### src/rtl/param_seq_datapath.sv
// Parametrised datapath with a valid/ready command port and an internal sequencer.
// Each command fetches A and B, executes, and writes back over a fixed 4-cycle pipeline.
module param_seq_datapath #(
    parameter int DATA_W = 16,
    parameter int NREG   = 8,
    parameter int RA_W   = 3,
    parameter int PC_W   = 8
) (
    input  logic              clk,
    input  logic              reset_n,
    input  logic              cmd_valid,
    output logic              cmd_ready,
    input  logic [1:0]        cmd_aluop,
    input  logic [1:0]        cmd_shift,
    input  logic [RA_W-1:0]   cmd_rn,
    input  logic [RA_W-1:0]   cmd_rm,
    input  logic [RA_W-1:0]   cmd_rd,
    input  logic              cmd_asel,
    input  logic              cmd_bsel,
    input  logic [1:0]        cmd_wsel,
    input  logic              cmd_wen,
    input  logic              cmd_sets,
    input  logic [DATA_W-1:0] sximm5,
    input  logic [DATA_W-1:0] sximm8,
    input  logic [PC_W-1:0]   pc,
    input  logic [DATA_W-1:0] mdata,
    output logic              done,
    output logic [DATA_W-1:0] result,
    output logic [2:0]        status,
    input  logic [RA_W-1:0]   dbg_addr,
    output logic [DATA_W-1:0] dbg_data
);

    localparam int MSB = DATA_W - 1;

    typedef enum logic [2:0] {IDLE, RD_A, RD_B, EXEC, WB} state_t;

    state_t            state_q;
    logic [DATA_W-1:0] regs_q [NREG];
    logic [DATA_W-1:0] a_q, b_q, result_q;
    logic [2:0]        status_q;
    logic              done_q;

    logic [1:0]        aluop_q, shift_q, wsel_q;
    logic [RA_W-1:0]   rn_q, rm_q, rd_q;
    logic              asel_q, bsel_q, wen_q, sets_q;
    logic [DATA_W-1:0] imm5_q, imm8_q;
    logic [PC_W-1:0]   pc_q;

    logic [DATA_W-1:0] shifted, ain, bin, result_d, wbData;
    logic [2:0]        status_d;
    logic              ovf;

    assign cmd_ready = (state_q == IDLE);
    assign done      = done_q;
    assign result    = result_q;
    assign status    = status_q;
    assign dbg_data  = regs_q[dbg_addr];

    always_comb begin
        case (shift_q)
            2'b01:   shifted = {b_q[MSB-1:0], 1'b0};
            2'b10:   shifted = {1'b0, b_q[MSB:1]};
            2'b11:   shifted = {b_q[MSB], b_q[MSB:1]};
            default: shifted = b_q;
        endcase
        ain = asel_q ? '0 : a_q;
        bin = bsel_q ? imm5_q : shifted;
        ovf = 1'b0;
        // Overflow is judged from operand and result sign bits; carry out is discarded.
        case (aluop_q)
            2'b00: begin
                result_d = ain + bin;
                ovf      = (ain[MSB] == bin[MSB]) && (result_d[MSB] != ain[MSB]);
            end
            2'b01: begin
                result_d = ain - bin;
                ovf      = (ain[MSB] != bin[MSB]) && (result_d[MSB] != ain[MSB]);
            end
            2'b10:   result_d = ain & bin;
            default: result_d = ~bin;
        endcase
        status_d = {ovf, result_d[MSB], result_d == '0};
        case (wsel_q)
            2'b00:   wbData = result_q;
            2'b01:   wbData = mdata;
            2'b10:   wbData = imm8_q;
            default: wbData = DATA_W'(pc_q);
        endcase
    end

    always_ff @(posedge clk) begin
        if (!reset_n) begin
            state_q  <= IDLE;
            regs_q   <= '{default: '0};
            a_q      <= '0;
            b_q      <= '0;
            result_q <= '0;
            status_q <= 3'b000;
            done_q   <= 1'b0;
            aluop_q  <= '0;
            shift_q  <= '0;
            wsel_q   <= '0;
            rn_q     <= '0;
            rm_q     <= '0;
            rd_q     <= '0;
            asel_q   <= 1'b0;
            bsel_q   <= 1'b0;
            wen_q    <= 1'b0;
            sets_q   <= 1'b0;
            imm5_q   <= '0;
            imm8_q   <= '0;
            pc_q     <= '0;
        end else begin
            done_q <= 1'b0;
            case (state_q)
                IDLE: begin
                    if (cmd_valid) begin
                        aluop_q <= cmd_aluop;
                        shift_q <= cmd_shift;
                        wsel_q  <= cmd_wsel;
                        rn_q    <= cmd_rn;
                        rm_q    <= cmd_rm;
                        rd_q    <= cmd_rd;
                        asel_q  <= cmd_asel;
                        bsel_q  <= cmd_bsel;
                        wen_q   <= cmd_wen;
                        sets_q  <= cmd_sets;
                        imm5_q  <= sximm5;
                        imm8_q  <= sximm8;
                        pc_q    <= pc;
                        state_q <= RD_A;
                    end
                end
                RD_A: begin
                    a_q     <= regs_q[rn_q];
                    state_q <= RD_B;
                end
                RD_B: begin
                    b_q     <= regs_q[rm_q];
                    state_q <= EXEC;
                end
                EXEC: begin
                    result_q <= result_d;
                    if (sets_q) status_q <= status_d;
                    done_q   <= 1'b1;
                    state_q  <= WB;
                end
                WB: begin
                    if (wen_q) regs_q[rd_q] <= wbData;
                    state_q <= IDLE;
                end
                default: state_q <= IDLE;
            endcase
        end
    end

endmodule
### config.mk
export PLATFORM = sky130hd
export DESIGN_NAME = param_seq_datapath
export DESIGN_NICKNAME = d
export VERILOG_FILES = /design/src/rtl/param_seq_datapath.sv
export SDC_FILE = /design/constraint.sdc
export NUM_CORES = 1
export LEC_CHECK = 0
export ABC_AREA = 1
export BUFFER_PORTS_ARGS = -buffer_cell sky130_fd_sc_hd__buf_4
export CORE_MARGIN = 2
export CORE_UTILIZATION = 48
export DETAILED_ROUTE_END_ITERATION = 16
export PLACE_DENSITY = 0.69
export RECOVER_POWER = 50
export SLEW_MARGIN = 20
export SYNTH_ARGS = -nofsm -noshare
export SYNTH_HDL_FRONTEND = slang
export SYNTH_SLANG_ARGS = --single-unit
### constraint.sdc
create_clock -name clk -period 2.8 [get_ports clk]
set_clock_uncertainty 0.2 [all_clocks]
set_input_delay 0.14 -clock clk [delete_from_list [all_inputs] [get_ports clk]]
set_output_delay 0.14 -clock clk [all_outputs]
set_load 0.01 [all_outputs]
# Word-level counts from Yosys, hierarchy flattened
# Index checks and enable logic that the tools add are counted.
[classes] n_addsub=2 order_cmp=5 eq_ne=16 mux=21 bitwise_logic=6 reduce_logical=10
[ops] operator="binary-select mux 16 bit (select 3 bit)" n=3
[ops] operator="2-to-1 mux 16 bit" n=9
[ops] operator="case mux 16 bit (3 select lines)" n=3
[ops] operator="bitwise mux 128 bit" n=1
[ops] operator="demux 16 bit (select 3 bit)" n=1
[ops] operator="adder 16 bit" n=1
[ops] operator="AND 16 bit" n=1
[ops] operator=">= comparator 4 bit (second input constant)" n=4
[ops] operator="logical NOT 16 bit" n=1
[ops] operator="inverter 16 bit" n=1
[ops] operator="inverter 3 -> 4 bit" n=4
[ops] operator="subtractor 16 bit" n=1
[ops] operator="case mux 3 bit (4 select lines)" n=1
[ops] operator="== test 2 bit (second input constant)" n=4
[ops] operator="== test 2 x 1 -> 1 bit (second input constant)" n=3
[ops] operator="== test 3 x 2 -> 1 bit (second input constant)" n=2
[ops] operator="AND reduction 2 bit" n=3
[ops] operator="logical NOT 2 bit" n=2
[ops] operator="< comparator 4 x 1 -> 1 bit (second input constant)" n=1
[ops] operator="== test 3 x 1 -> 1 bit (second input constant)" n=1
[ops] operator="== test 3 bit (second input constant)" n=1
[ops] operator="logical AND 1 bit" n=3
[ops] operator="logical NOT 3 bit" n=1
[ops] operator="2-to-1 mux 3 bit" n=1
[ops] operator="other kinds (5)" n=7
[word_totals] reg_bits=242 in_bits=81 out_inout_bits=37 wordCells=87

# Longest topological paths before layout
[depth] ltp_word=7 depth_mapped=24 depth_no_buf=22

# Worst setup path after synthesis
# Ideal clock, no wire load.
[synth_timing] path_kind="reg2reg" startpoint="register shift_q[1]" endpoint="register status_q[0], in the netlist status[0]" setup_time_ns=0.067 arrival_time_ns=2.541 required_ns=2.533 setup_slack_ns=-0.008 stages_incl_launch_ff=24 path_buffers=2 synth_period_minus_slack_ns=2.808 cell_sequence="dfxtp_1 > buf_4 > nor2_4 > inv_2 > o21ai_0 > o21a_1 > inv_1 > ha_1 > buf_4 > nand2_2 > inv_2 > a21oi_2 > nor2_1 > nor2_1 > nand2_2 > nand2_1 > nand2_1 > nor2_1 > nand2_1 > nand2_2 > nand2_1 > nor2_1 > nand2_1 > a21oi_2"
[synth_via] elab_chain_len=6 elab_cells_between_ends=11 classes_between="add/sub: 2; eq/ne: 3; mux: 3; bitwise: 2; reduce/logical: 1"
[synth_lines] element="start: declaration" line="44" rtl="logic [1:0] aluop_q, shift_q, wsel_q;"
[synth_lines] element="start signal: assignment" line="120" rtl="shift_q <= cmd_shift;"
[synth_lines] element="== test 2 bit / == test 2 x 1 -> 1 bit (equally long branches)" line="61" rtl="case (shift_q)"
[synth_lines] element="case mux 16 bit (3 select lines) *" line="61"
[synth_lines] element="2-to-1 mux 16 bit *" line="68" rtl="bin = bsel_q ? imm5_q : shifted;"
[synth_lines] element="subtractor 16 bit, or another cell as far along" line="77" rtl="result_d = ain - bin;"
[synth_lines] element="case mux 16 bit (3 select lines) *" line="71" rtl="case (aluop_q)"
[synth_lines] element="logical NOT 16 bit *" line="83" rtl="status_d = {ovf, result_d[MSB], result_d == '0};"
[synth_lines] element="end signal: assignment" line="145" rtl="if (sets_q) status_q <= status_d;"
[synth_lines] element="end: declaration" line="41" rtl="logic [2:0] status_q;"
# Mark *: on every way between the ends. The rest lies on a longest branch, timed or not.
# A chain may end at the register's enable or synchronous reset.

# Worst setup path after layout
[layout_timing] startpoint="register shift_q[0]" endpoint="register status_q[0], in the netlist status[0]"
# The elaborated chain is that of the path after synthesis.

==> flow_metrics.env <==
export IMPL_tns_ns=-1.59
export IMPL_worstSetupPathDepth=21
export IMPL_synth_warnings=0
export IMPL_htreeDepth=1
export IMPL_setup_viol=19
export IMPL_hold_ws_ns=0.0181
export IMPL_hold_path_depth=4
export IMPL_portBuffers=117
export IMPL_tightest_slew_ns=1.09
export IMPL_synth_area_leaders="dfxtp_1, o21ai_0, a21oi_1"
export IMPL_vias=17400
export IMPL_io_pins=118
export IMPL_max_freq_mhz=331
export IMPL_fin_crit_sh_pct=108
export IMPL_critical_path_arrival_ns=3.29
export IMPL_gp_congestion=0.942
export IMPL_avgSynthCellArea_um2=6.44
export IMPL_synth_edf_count=0
export IMPL_max_cap_violations=0
export IMPL_path_buf_inv=5
export IMPL_synth_commonest_cells="nand2_1, o21ai_0, a21oi_1"
export IMPL_coreArea_um2=29900
export IMPL_rrSetupSlack_ns=-0.22
export IMPL_first_global_vias=16300
export IMPL_grt_max_degree=173
export IMPL_die_area_um2=31900
export IMPL_first_iter_violations=1758
export IMPL_synth_top_area_share_pct=33.1
export IMPL_die_y_um=179
export IMPL_gr_max_usage_layer="met2"
export IMPL_start_kind="flip-flop"
export IMPL_synth_distinct_cells=44
export IMPL_routedWlPerCell_um=19.8
export IMPL_rsz0062_at_grt="true"
export IMPL_drive_above_1_share_pct=19.8
export IMPL_nets=2669
export IMPL_die_w_um=179
export IMPL_synthArstFlopShare_pct=0
export IMPL_met1_usage_pct=46.9
export IMPL_drc=0
export IMPL_cellLeakagePower_nw=7.96
export IMPL_synthCells=2276
export IMPL_cpLargestDelayFamily="simple AND/OR/NAND/NOR gates"
export IMPL_min_to="imm5_q[5]"
export IMPL_worstPathMaxFanout=10
export IMPL_violations="negative setup slack"
export IMPL_cts_tree="yes"
export IMPL_synth_area_leader_cell="dfxtp_1"
export IMPL_reg2regPathDepth=21
export IMPL_start_util_pct=49.0
export IMPL_path_cells="nor2_4, inv_6, o21ai_1, o21a_1, inv_2, ha_4, buf_6, inv_1, nand2_1, nand2_2, inv_2, nand2_1, a21oi_2, nand3_2, nand3_2, nand3_2, nand2_2, nand2_1, nor2_1, nand2_1, a21oi_2"
export IMPL_ir_drop_mv=0.507
export IMPL_hp_class="input port to flip-flop"
export IMPL_slew_violations=0
export IMPL_firstDrtPassIters=8
export IMPL_fin_crit_ns=3.02
export IMPL_synthesis_nets=2391
export IMPL_cts_sinks=242
export IMPL_dpl_cell_area_um2=16700
export IMPL_cts_clk_slew_worst_paths_ns=0.06
export IMPL_synth_most_common_cell="nand2_1"
export IMPL_syn_cell_area_um2=14700
export IMPL_pwr_density_cell_nw_per_um2=565
export IMPL_path_common_cell="nand2_1"
export IMPL_detail_route_antenna_nets=0
export IMPL_dp_hpwl_um=39100
export IMPL_rr_endpoint="status[0]"
export IMPL_final_area_um2=19400
export IMPL_clockBufferDepth=3
export IMPL_numCtsBuffers=28
export IMPL_grt_usage_pct=35.6
export IMPL_ys_seq_area_share_pct=33.1
export IMPL_r2r_start="shift_q[0]"
export IMPL_pre_cts_slack_ns=-0.508
export IMPL_grt_use_met2_pct=58.3
export IMPL_post_route_util_pct=65.0
export IMPL_layout_setup_ws_ns=-0.222
export IMPL_wl_um=58600
export IMPL_clkLatencyLatePin_ns=0.60
export IMPL_fp_row_count=63
export IMPL_synth_top_flop_cell="dfxtp_1"
export IMPL_cpMaxStageDelayCell="dfxtp_2"
export IMPL_critical_path_endpoint_type="flip-flop"
export IMPL_grt_ovfl_total=0
export IMPL_antenna_found_initial=2
export IMPL_status="complete, but fails checks"
export IMPL_cp_required_ns=3.07
export IMPL_via_per_inst=5.87
export IMPL_cts_root_buf="clkbuf_16"
export IMPL_relSlewSlack_pct=27.2
export IMPL_met3_usage_pct=4.77
export IMPL_min_from="cmd_valid"
export IMPL_grt_pass1_wl_um=89500
export IMPL_hold_violations=0
export IMPL_ys_ff_latch=242
export IMPL_areaGrowthSynthToFinish_pct=32.5
export IMPL_cpPeakStageDelay_ns=0.35
export IMPL_crit_type="flip-flop to flip-flop"
==> tightest hold or removal path, delay by kind of cell <==
family | cells | cell delay [ns]
AO/OA/AOI/OAI | 1 | 0.06
AND/OR/NAND/NOR | 1 | 0.13
buffers and inverters | 2 | 0.38
==> kinds of logic (layout without fill, tap and decap cells) <==
| kind of cell | count (synthesis) | in the layout | share of synthesized area, % |
|---|---|---|---|
| AOI/OAI and AO/OA | 826 | 826 | 30.7 |
| xor gates and xnor gates | 2 | 2 | 0.120 |
| adders and majority gates | 34 | 34 | 3.01 |
| buffers and inverters | 401 | 698 | 10.8 |
| DFF | 242 | 242 | 33.1 |
| other | 0 | 1 | 0 |
| and+or+nand+nor | 771 | 771 | 22.2 |
==> layout make-up <==
cell class,count,area [um2]
Multi-Input combinational cell,1633,8900
Antenna cell,1,2.50
Timing Repair Buffer,409,3320
Fill cell,2695,10500
Clock inverter,10,114
Sequential cell,242,4860
Tap cell,390,488
Inverter,240,915
Clock buffer,39,812
==> what timing repair did <==
| action | in CTS | in global routing |
|---|---|---|
| hold endpoints to repair | 139 | 0 |
| pin swaps | 26 | 40 |
| setup endpoints to repair | 18 | 22 |
| resized for setup | 94 | 96 |
| setup buffers | 20 | 10 |
| hold buffers | 93 | 0 |
==> report_power, final <==
part / leakage [nW] / switching (W) / internal (W)
combinational: 5.54 / 0.00211 / 0.00153
clock: 0.454 / 0.00154 / 0.00212
sequential: 1.97 / 0.000124 / 0.00356
total: 7.96 / 0.00377 / 0.00720
==> worst max path at each step <==
stage	from	slack [ns]	endpoint
3_3_place_gp	shift_q[1]	-0.42	status[0]
4_1_cts	shift_q[1]	-0.18	status[0]
5_1_grt	shift_q[1]	-0.40	status[0]
2_1_floorplan	shift_q[1]	0.002	status[0]
6_report	shift_q[0]	-0.22	status[0]
3_5_place_dp	shift_q[1]	-0.51	status[0]
==> routing by layer <==
metal / wire, um / part of all wire [%] / up-vias
li1: - / - / 8257
met1: 23800 / 41 / 8071
met2: 27100 / 46 / 901
met3: 4900 / 8.4 / 181
met4: 2780 / 4.7 / 0
met5: 0 / 0 / -
==> metrics by stage <==
stage	power (W)	std cells
2_1_floorplan	0.00537	2276
3_3_place_gp	0.00665	2792
3_5_place_dp	0.00666	2792
4_1_cts	0.0107	2954
5_1_grt	0.0114	2964
6_report	0.0110	2964
==> layout by cell type (no fill, tap or decap), drive strengths merged, types with 5 or more instances in the layout <==
| cell | count |
|---|---|
| dlygate4sd3 | 93 |
| nand3 | 170 |
| a21oi | 329 |
| nor3 | 7 |
| o21ai | 355 |
| nand4 | 14 |
| a31oi | 19 |
| inv | 237 |
| a221oi | 8 |
| o21a | 5 |
| dfxtp | 242 |
| o22ai | 7 |
| ha | 32 |
| clkbuf | 76 |
| o211ai | 91 |
| o221ai | 5 |
| nor2 | 203 |
| clkinv | 10 |
| buf | 279 |
| nand2 | 371 |
==> registers in the layout, indices dropped and copies added, names as in the netlist, 2 cells and up <==
register	count
result	16
a_q	16
shift_q	2
imm5_q	16
state_q	3
status	3
aluop_q	2
pc_q	8
imm8_q	16
rd_q	3
wsel_q	2
regs_q	128
rm_q	3
rn_q	3
b_q	16
(Power assumes the default switching activity.)
